$ cat config.mk
export PLATFORM = sky130hd
export DESIGN_NAME = lsu_mem_master
export DESIGN_NICKNAME = d
export VERILOG_FILES = /design/src/rtl/lsu_pkg.sv /design/src/rtl/lsu_lane_align.sv /design/src/rtl/lsu_mem_master.sv
export SDC_FILE = /design/constraint.sdc
export NUM_CORES = 1
export LEC_CHECK = 0
export ABC_AREA = 1
export ABC_CLOCK_PERIOD_IN_PS = 3200
export CAP_MARGIN = 20
export CORE_MARGIN = 3
export CORE_UTILIZATION = 45
export CTS_CLUSTER_DIAMETER = 30
export CTS_CLUSTER_SIZE = 40
export DETAILED_ROUTE_END_ITERATION = 10
export PLACE_DENSITY = 0.83
export SETUP_SLACK_MARGIN = 0.3
export SLEW_MARGIN = 10
export SYNTH_ARGS = -nofsm -noshare
export SYNTH_HDL_FRONTEND = slang
export SYNTH_SLANG_ARGS = --single-unit
export TNS_END_PERCENT = 5
$ cat constraint.sdc
create_clock -name clk -period 3.2 [get_ports clk]
set_input_delay 0.48 -clock clk [delete_from_list [all_inputs] [get_ports clk]]
set_output_delay 0.48 -clock clk [all_outputs]
set_load 0.02 [all_outputs]
$ cat src/rtl/lsu_pkg.sv
// Shared definitions for the load/store unit: RV32I width codes and FSM states.
package lsu_pkg;

    localparam logic [2:0] F3_B  = 3'b000;
    localparam logic [2:0] F3_H  = 3'b001;
    localparam logic [2:0] F3_W  = 3'b010;
    localparam logic [2:0] F3_BU = 3'b100;
    localparam logic [2:0] F3_HU = 3'b101;

    typedef enum logic [1:0] {
        IDLE,
        ACCESS,
        RESP
    } state_t;

endpackage

$ cat src/rtl/lsu_lane_align.sv
// Byte-lane steering: load extraction/extension and sub-word store merge.
module lsu_lane_align
    import lsu_pkg::*;
(
    input  logic [31:0] word,
    input  logic [1:0]  offset,
    input  logic [2:0]  funct3,
    input  logic [31:0] wdata,
    output logic [31:0] ld_val,
    output logic [31:0] st_val
);

    logic [4:0]  sh;
    logic [31:0] sw;
    logic [31:0] mask;
    logic [31:0] data;

    assign sh   = {offset, 3'b000};
    assign sw   = word >> sh;
    assign data = wdata << sh;

    always_comb begin
        ld_val = '0;
        case (funct3)
            F3_B:    ld_val = {{24{sw[7]}}, sw[7:0]};
            F3_H:    ld_val = {{16{sw[15]}}, sw[15:0]};
            F3_W:    ld_val = sw;
            F3_BU:   ld_val = {24'd0, sw[7:0]};
            F3_HU:   ld_val = {16'd0, sw[15:0]};
            default: ld_val = '0;
        endcase
    end

    always_comb begin
        mask = '1;
        case (funct3)
            F3_B:    mask = 32'h0000_00ff << sh;
            F3_H:    mask = 32'h0000_ffff << sh;
            default: mask = '1;
        endcase
    end

    assign st_val = (word & ~mask) | (data & mask);

endmodule

$ cat src/rtl/lsu_mem_master.sv
// Load/store unit driving a word-addressed data memory port.
module lsu_mem_master
    import lsu_pkg::*;
#(
    parameter int unsigned MEM_WORDS = 64
) (
    input  logic        clk,
    input  logic        rst_n,
    input  logic        req_valid,
    output logic        req_ready,
    input  logic        req_we,
    input  logic [2:0]  req_funct3,
    input  logic [31:0] req_addr,
    input  logic [31:0] req_wdata,
    output logic        resp_valid,
    input  logic        resp_ready,
    output logic [31:0] resp_rdata,
    output logic        resp_err,
    output logic [31:0] mem_A,
    output logic [31:0] mem_WD,
    output logic        mem_WE,
    input  logic [31:0] mem_RD
);

    state_t      state;
    logic        we_q;
    logic [2:0]  f3_q;
    logic [1:0]  off_q;
    logic [31:0] wdata_q;
    logic [31:0] wd_q;
    logic [31:0] ld_val;
    logic [31:0] st_val;
    logic        accept;
    logic        misal;
    logic        illegal;
    logic        range_bad;
    logic        bad;

    assign req_ready  = (state == IDLE) || ((state == RESP) && resp_ready);
    assign resp_valid = (state == RESP);
    assign accept     = req_valid && req_ready;
    assign mem_WE     = (state == ACCESS) && we_q;
    // Merged word is live only during the write cycle; otherwise hold the last one.
    assign mem_WD     = mem_WE ? st_val : wd_q;

    always_comb begin
        misal = 1'b0;
        case (req_funct3)
            F3_H, F3_HU: misal = req_addr[0];
            F3_W:        misal = (req_addr[1:0] != 2'b00);
            default:     misal = 1'b0;
        endcase
    end

    always_comb begin
        illegal = 1'b0;
        if (req_we)
            illegal = (req_funct3 != F3_B) && (req_funct3 != F3_H) && (req_funct3 != F3_W);
        else
            illegal = (req_funct3 == 3'b011) || (req_funct3 == 3'b110) || (req_funct3 == 3'b111);
    end

    assign range_bad = ({2'b00, req_addr[31:2]} >= 32'(MEM_WORDS));
    assign bad       = misal || illegal || range_bad;

    lsu_lane_align u_align (
        .word   (mem_RD),
        .offset (off_q),
        .funct3 (f3_q),
        .wdata  (wdata_q),
        .ld_val (ld_val),
        .st_val (st_val)
    );

    always_ff @(posedge clk or negedge rst_n) begin
        if (!rst_n) begin
            state      <= IDLE;
            we_q       <= 1'b0;
            f3_q       <= '0;
            off_q      <= '0;
            wdata_q    <= '0;
            wd_q       <= '0;
            mem_A      <= '0;
            resp_err   <= 1'b0;
            resp_rdata <= '0;
        end else if (accept) begin
            we_q    <= req_we;
            f3_q    <= req_funct3;
            off_q   <= req_addr[1:0];
            wdata_q <= req_wdata;
            if (bad) begin
                state      <= RESP;
                resp_err   <= 1'b1;
                resp_rdata <= '0;
            end else begin
                state <= ACCESS;
                mem_A <= {req_addr[31:2], 2'b00};
            end
        end else begin
            case (state)
                ACCESS: begin
                    state      <= RESP;
                    resp_err   <= 1'b0;
                    resp_rdata <= we_q ? 32'd0 : ld_val;
                    if (we_q)
                        wd_q <= st_val;
                end
                RESP: begin
                    if (resp_ready)
                        state <= IDLE;
                end
                default: state <= IDLE;
            endcase
        end
    end

endmodule

==> flow_summary.ini, run 1 <==
[yosys]
synth_top_area_share_pct = 47.2
synth_edf_count = 0
ys_ff_latch = 135
ys_top_cells_by_count = nand2_1, dfrtp_1, o21ai_0
syn_area_um2 = 7150
synth-async-reset-ratio_pct = 100
synth_area_leader_cell = dfrtp_1
syn_inst = 1008
ys_seq_area_share_pct = 47.2
synth.most_common_cell = nand2_1
synth_area_leaders = dfrtp_1, nand2_1, o21ai_0
syn_area_per_cell_um2 = 7.10
yosysWarnings = 0
synthDistinctLibCells = 26
synth_flop_cell = dfrtp_1

[sta]
slew_headroom_pct = 51.5
hold_viol = 0
whs_ns = 0.474
rsz0062_at_grt = yes
fin_ws_ns = 0.146
worst_pin_slew_ns = 0.727
min_period_ns = 3.05
fin_worst_skew_ns = 0.0105
drv_slew = 0
setup_viol = 0
fmax_mhz = 327
setup_tns_ns = 0
timing.final.crit_share_pct = 95.5

[grt]
grt_pass1_vias = 6605
gr-total-overflow = 0
grt_max_degree = 62
grt_antenna_before_repair = 1
grt_pass1_wl_um = 34100
grt_usage_pct = 24.5

[critical_path]
slowest_stage = clkdlybuf4s50_1
crit_family = buffers and inverters
cp_cell_sequence = buf_8, o21ai_0, o21ai_0, nand2_1, nand3_1, nand2_1, clkdlybuf4s50_1
crit_type = reg2out
worst_ep_arrival_time_ns = 2.57
cp_max_fo = 29
crit_path_end_kind = primary output
crit_path_start_kind = flop
worstPathRequired_ns = 2.72
path_buf_inv = 2
critPathMaxStageDelay_ns = 0.61

[drt]
wire_per_inst_um = 15.3
wl_met1_um = 9410
drt-pass1-iter-count = 6
routed.top_layer = met4
drtIter0Drc = 539
postRouteAntennaNets = 0
vias = 7081
drc_errors = 0
viasPerCell = 5.03
wl_met2_um = 10100
dr_wl_met3_um = 1490
wirelength_um = 21500

[die]
fp-row-count = 45
die_h_um = 132
die_w_um = 132
initial_core_util_pct = 46.5
ios = 204
core-area_um2 = 15400
dieArea_um2 = 17400

[final_layout]
final_util_pct = 64.4
instances_no_fill = 1409
drive_gt1_share_pct = 5.76
layout.nets = 1288
area_growth_pct = 38.4

[pwr]
clock_power_share_pct = 38.7
p_int_w = 0.00349
seqPwrFrac_pct = 37.7
ir_drop_v = 0.000381
p_comb_share_pct = 23.6
netSwitchingFraction_pct = 31.6
power.leakage_nw = 4.84
power_switching_w = 0.00161
powerDensity_nw_per_um2 = 515

[cts]
cts_buffer_depth = 2
cts-root-buf = clkbuf_16
cts.clk_slew.worst_paths_ns = 0.06
cts_num_sinks = 135
cts_tree = yes
insertion_delay_ns = 0.43
htree_levels = 4
cts_made_buffers = 17

[place]
place.gp.congestion = 0.999
io_buffer_count = 201
place_ws_ns = 0.366
hpwl_um = 16300
placedCellCount = 1375

[min_path]
min_path_type = reg2reg

[run_status]
status = finished, final reports clean

[flow_run]
drv_cap = 0
## power groups by stage
stage               logic, W  clock network, W  registers [W]
global placement     0.00116                 0        0.00194
finish               0.00121           0.00197        0.00192
floorplan           0.000663                 0        0.00198
CTS                  0.00119           0.00200        0.00192
detailed placement   0.00117                 0        0.00194
global route         0.00134           0.00208        0.00193
## kinds of logic (layout without fill, tap and decap cells)
kind of cell	count (synthesis)	count (layout)	synth area share [%]
simple gates	583	583	33.6
buf+inv	156	344	9.62
flops	135	135	47.2
compound gates	133	133	9.51
other cells	1	3	0.0524
## metrics by stage
step / power, W / area, um2
2_1_floorplan: 0.00265 / 7160
3_3_place_gp: 0.00310 / 9240
6_report: 0.00510 / 9900
4_1_cts: 0.00510 / 9870
5_1_grt: 0.00535 / 9900
3_5_place_dp: 0.00312 / 9240
## metal layers
| metal | track usage, % | up-vias |
|---|---|---|
| li1 | - | 3517 |
| met1 | 33.5 | 3214 |
| met2 | 39.3 | 306 |
| met3 | 5.08 | 44 |
| met4 | 8.23 | 0 |
| met5 | 0 | - |
## final cells by class
type | count | area [um2]
antenna | 1 | 2.50
inverter | 95 | 368
clock inverter | 12 | 139
tap | 211 | 264
sequential | 135 | 3380
multi-input combinational | 718 | 3100
clock buffer | 20 | 457
timing repair buffer | 217 | 2190
fill | 1356 | 5470
## sequential cells by signal, summed over array words and instances (netlist names)
register	count
mem_A	30
f3_q	3
wdata_q	32
we_q	1
wd_q	32
resp_err	1
off_q	2
state	2
resp_rdata	32
## path summary, 6_finish.rpt
path / from / to / slack [ns] / cells past startpoint
setup / recovery: off_q[0]$_DFFE_PN0P_ / mem_WD[22] / 0.15 / 7
hold / removal: wd_q[19]$_DFFE_PN0P_ / wd_q[19]$_DFFE_PN0P_ / 0.47 / 2
setup reg to reg: off_q[0]$_DFFE_PN0P_ / resp_rdata[23]$_DFFE_PN0P_ / 1.17 / 7
hold reg to reg: wd_q[19]$_DFFE_PN0P_ / wd_q[19]$_DFFE_PN0P_ / 0.47 / 2
max in group asynchronous: rst_n / mem_A[8]$_DFFE_PN0P_ / 1.89 / 3
min in group asynchronous: rst_n / wdata_q[14]$_DFFE_PN0P_ / 0.57 / 2
## worst min-delay path: stages, from the launching register on
cell     delay [ns]
dfrtp_1        0.32
nand2_1        0.06
nand2_1        0.06
## repair_timing
action / CTS / global route
resized for setup: 7 / 18
setup endpoints to repair: 32 / 32
endpoints found under the hold margin: 1 / 0
hold buffers: 1 / 0
buffers inserted: 0 / 0
## cell usage in the layout, fill, tap and decap left out, types with 3 or more instances in the layout
cell type / instances
nand2_2: 6
dfrtp_1: 133
o22ai_1: 9
inv_1: 90
nand4_1: 40
o21ai_1: 13
nor2_1: 65
nand2_1: 426
o21ai_0: 108
clkbuf_16: 17
inv_6: 6
nand3_2: 3
nand3_1: 37
buf_4: 12
dlymetal6s2s_1: 9
clkdlybuf4s50_1: 190
(Power assumes the default switching activity.)
==> run 2: changes to the inputs <==
--- a/config.mk
+++ b/config.mk
@@ -19,4 +19,4 @@
 export SYNTH_ARGS = -nofsm -noshare
 export SYNTH_HDL_FRONTEND = slang
 export SYNTH_SLANG_ARGS = --single-unit
-export TNS_END_PERCENT = 5
+export TNS_END_PERCENT = 30
==> run 2 against run 1 <==
First-iteration DRC count decreased by 0.56%. Sequential share of layout area decreased by 0.095 points. Critical path type unchanged. Final cell count is 0.21% higher. Total power rose by 0.22%. Non-clock buffer count rose by 3. Largest power group unchanged.
==> flow_summary.ini, run 2 (same netlist as run 1, synthesis figures left out) <==
[final_layout]
layout_commonest_cell = nand2_1
fillers = 1351
area_growth_pct = 38.8
drive_gt1_share_pct = 6.00
largest_registers = resp_rdata: 32 flops, wd_q: 32 flops, wdata_q: 32 flops
layout_common_cells = nand2_1, clkdlybuf4s50_1, dfrtp_1
layout.nets = 1291

[grt]
grt.met1_usage_pct = 33.6
grt_pass1_wl_um = 34100
gr-total-overflow = 0
met2_usage_pct = 39.3
use_met3_pct = 5.11
grt_pass1_vias = 6614
grt_max_degree = 62
grt_usage_pct = 24.6
top_usage_layer = met2
grt_antenna_before_repair = 1

[pwr]
power.leakage_nw = 4.86
ir_drop_v = 0.000361
finalPower_w = 0.00511
powerDensity_nw_per_um2 = 515

[critical_path]
crit_path_start_kind = flop
crit_type = reg2out
r2r_start = off_q[0]$_DFFE_PN0P_
worstPathRequired_ns = 2.72
worst_ep_arrival_time_ns = 2.58
timing.rr.end = resp_rdata[23]$_DFFE_PN0P_
endpoint = mem_WD[28]
r2r_cells = 8
startpoint = off_q[0]$_DFFE_PN0P_
r2r_slack_ns = 1.07
crit_path_end_kind = primary output
cp_max_fo = 29

[drt]
wirelength_um = 21600
wire_per_inst_um = 15.3
viasPerCell = 5.03
vias = 7099
drt-pass1-iter-count = 5
drc_errors = 0
drtIter0Drc = 536
postRouteAntennaNets = 0

[sta]
fmax_mhz = 327
slew_headroom_pct = 51.3
fin_worst_skew_ns = 0.00958
timing.final.crit_share_pct = 95.6
worst_pin_slew_ns = 0.729
drv_slew = 0
setup_tns_ns = 0
hold_viol = 0
min_period_ns = 3.06
rsz0062_at_grt = yes
setup_viol = 0

[die]
die_h_um = 132
dieArea_um2 = 17400
initial_core_util_pct = 46.5
core-area_um2 = 15400
ios = 204
die_w_um = 132
fp-row-count = 45

[place]
place.gp.congestion = 0.999
io_buffer_count = 201
hpwl_um = 16300

[cts]
cts-root-buf = clkbuf_16
cts_num_sinks = 135
htree_levels = 4
cts_tree = yes
insertion_delay_ns = 0.43
cts.clk_slew.worst_paths_ns = 0.06
cts_buffer_depth = 2
cts_made_buffers = 17

[flow_run]
drv_cap = 0

[min_path]
min_path_type = reg2reg

[run_status]
status = finished, final reports clean
==> run 2: cell types whose count changed in the layout (fill, tap and decap cells not counted), sizes merged <==
cell,before,now
inv,99,98
dlymetal6s2s,9,7
clkdlybuf4s50,190,192
clkinv,4,5
buf,16,19
==> run 2: final cells by class <==
| cell class | count | area, um2 | area share (%) |
|---|---|---|---|
| timing repair buffer | 220 | 2200 | 22.2 |
| inverter | 95 | 369 | 3.72 |
| clock inverter | 12 | 139 | 1.40 |
| multi-input combinational | 718 | 3120 | 31.4 |
| clock buffer | 20 | 457 | 4.60 |
| tap | 211 | 264 | 2.66 |
| antenna | 1 | 2.50 | 0.0252 |
| sequential | 135 | 3380 | 34.0 |
==> run 2: worst min-delay path by stage <==
stage | start | end | slack (ns) | cells past startpoint
after floorplan | rst_n | f3_q[0]$_DFFE_PN0P_ | 0.18 | 0
after global placement | rst_n | wdata_q[14]$_DFFE_PN0P_ | 0.45 | 1
after detailed placement | rst_n | wdata_q[14]$_DFFE_PN0P_ | 0.45 | 1
after CTS | wd_q[8]$_DFFE_PN0P_ | wd_q[8]$_DFFE_PN0P_ | 0.48 | 2
after global routing | wd_q[20]$_DFFE_PN0P_ | wd_q[20]$_DFFE_PN0P_ | 0.49 | 2
final | wd_q[12]$_DFFE_PN0P_ | wd_q[12]$_DFFE_PN0P_ | 0.47 | 2
==> run 2: timing repair <==
item                       in CTS  in global routing
resized for setup               9                 12
hold buffers                    1                  0
buffers inserted                1                  2
setup endpoints to repair      32                 32
hold endpoints to repair        1                  0
==> run 2: worst max-delay path, stage by stage (launching register included) <==
cell and delay [ns]:
dfrtp_2 0.46, buf_6 0.19, o21ai_0 0.30, nand2_1 0.12, o21ai_0 0.19, nand2_1 0.11
o21ai_1 0.14, o21ai_0 0.10, clkdlybuf4s50_1 0.54
==> run 2: report_power, final <==
| group | internal [W] | switching (W) | total (W) |
|---|---|---|---|
| clock | 0.00120 | 0.000771 | 0.00197 |
| sequential | 0.00183 | 0.0000883 | 0.00192 |
| combinational | 0.000467 | 0.000756 | 0.00122 |
| total | 0.00350 | 0.00162 | 0.00511 |
==> run 2: per-layer routing <==
layer  vias to the layer above  part of all wire [%]
met4                         0                   2.3
met1                      3236                    44
li1                       3528                     -
met2                       291                    47
met5                         -                     0
met3                        44                   7.0
==> run 2: per-stage QoR <==
| stage | utilization (%) | area (um2) | hold slack [ns] | instances | worst slack (ns) |
|---|---|---|---|---|---|
| final | 64.6 | 9930 | 0.473 | 1412 | 0.142 |
| after global routing | 64.6 | 9930 | 0.493 | 1412 | 0.0797 |
| after CTS | 64.3 | 9880 | 0.476 | 1409 | 0.202 |
| after global placement | 60.1 | 9240 | 0.451 | 1375 | 0.443 |
| after detailed placement | 60.1 | 9240 | 0.449 | 1375 | 0.366 |
| after floorplan | - | 7160 | 0.184 | 1009 | 1.13 |
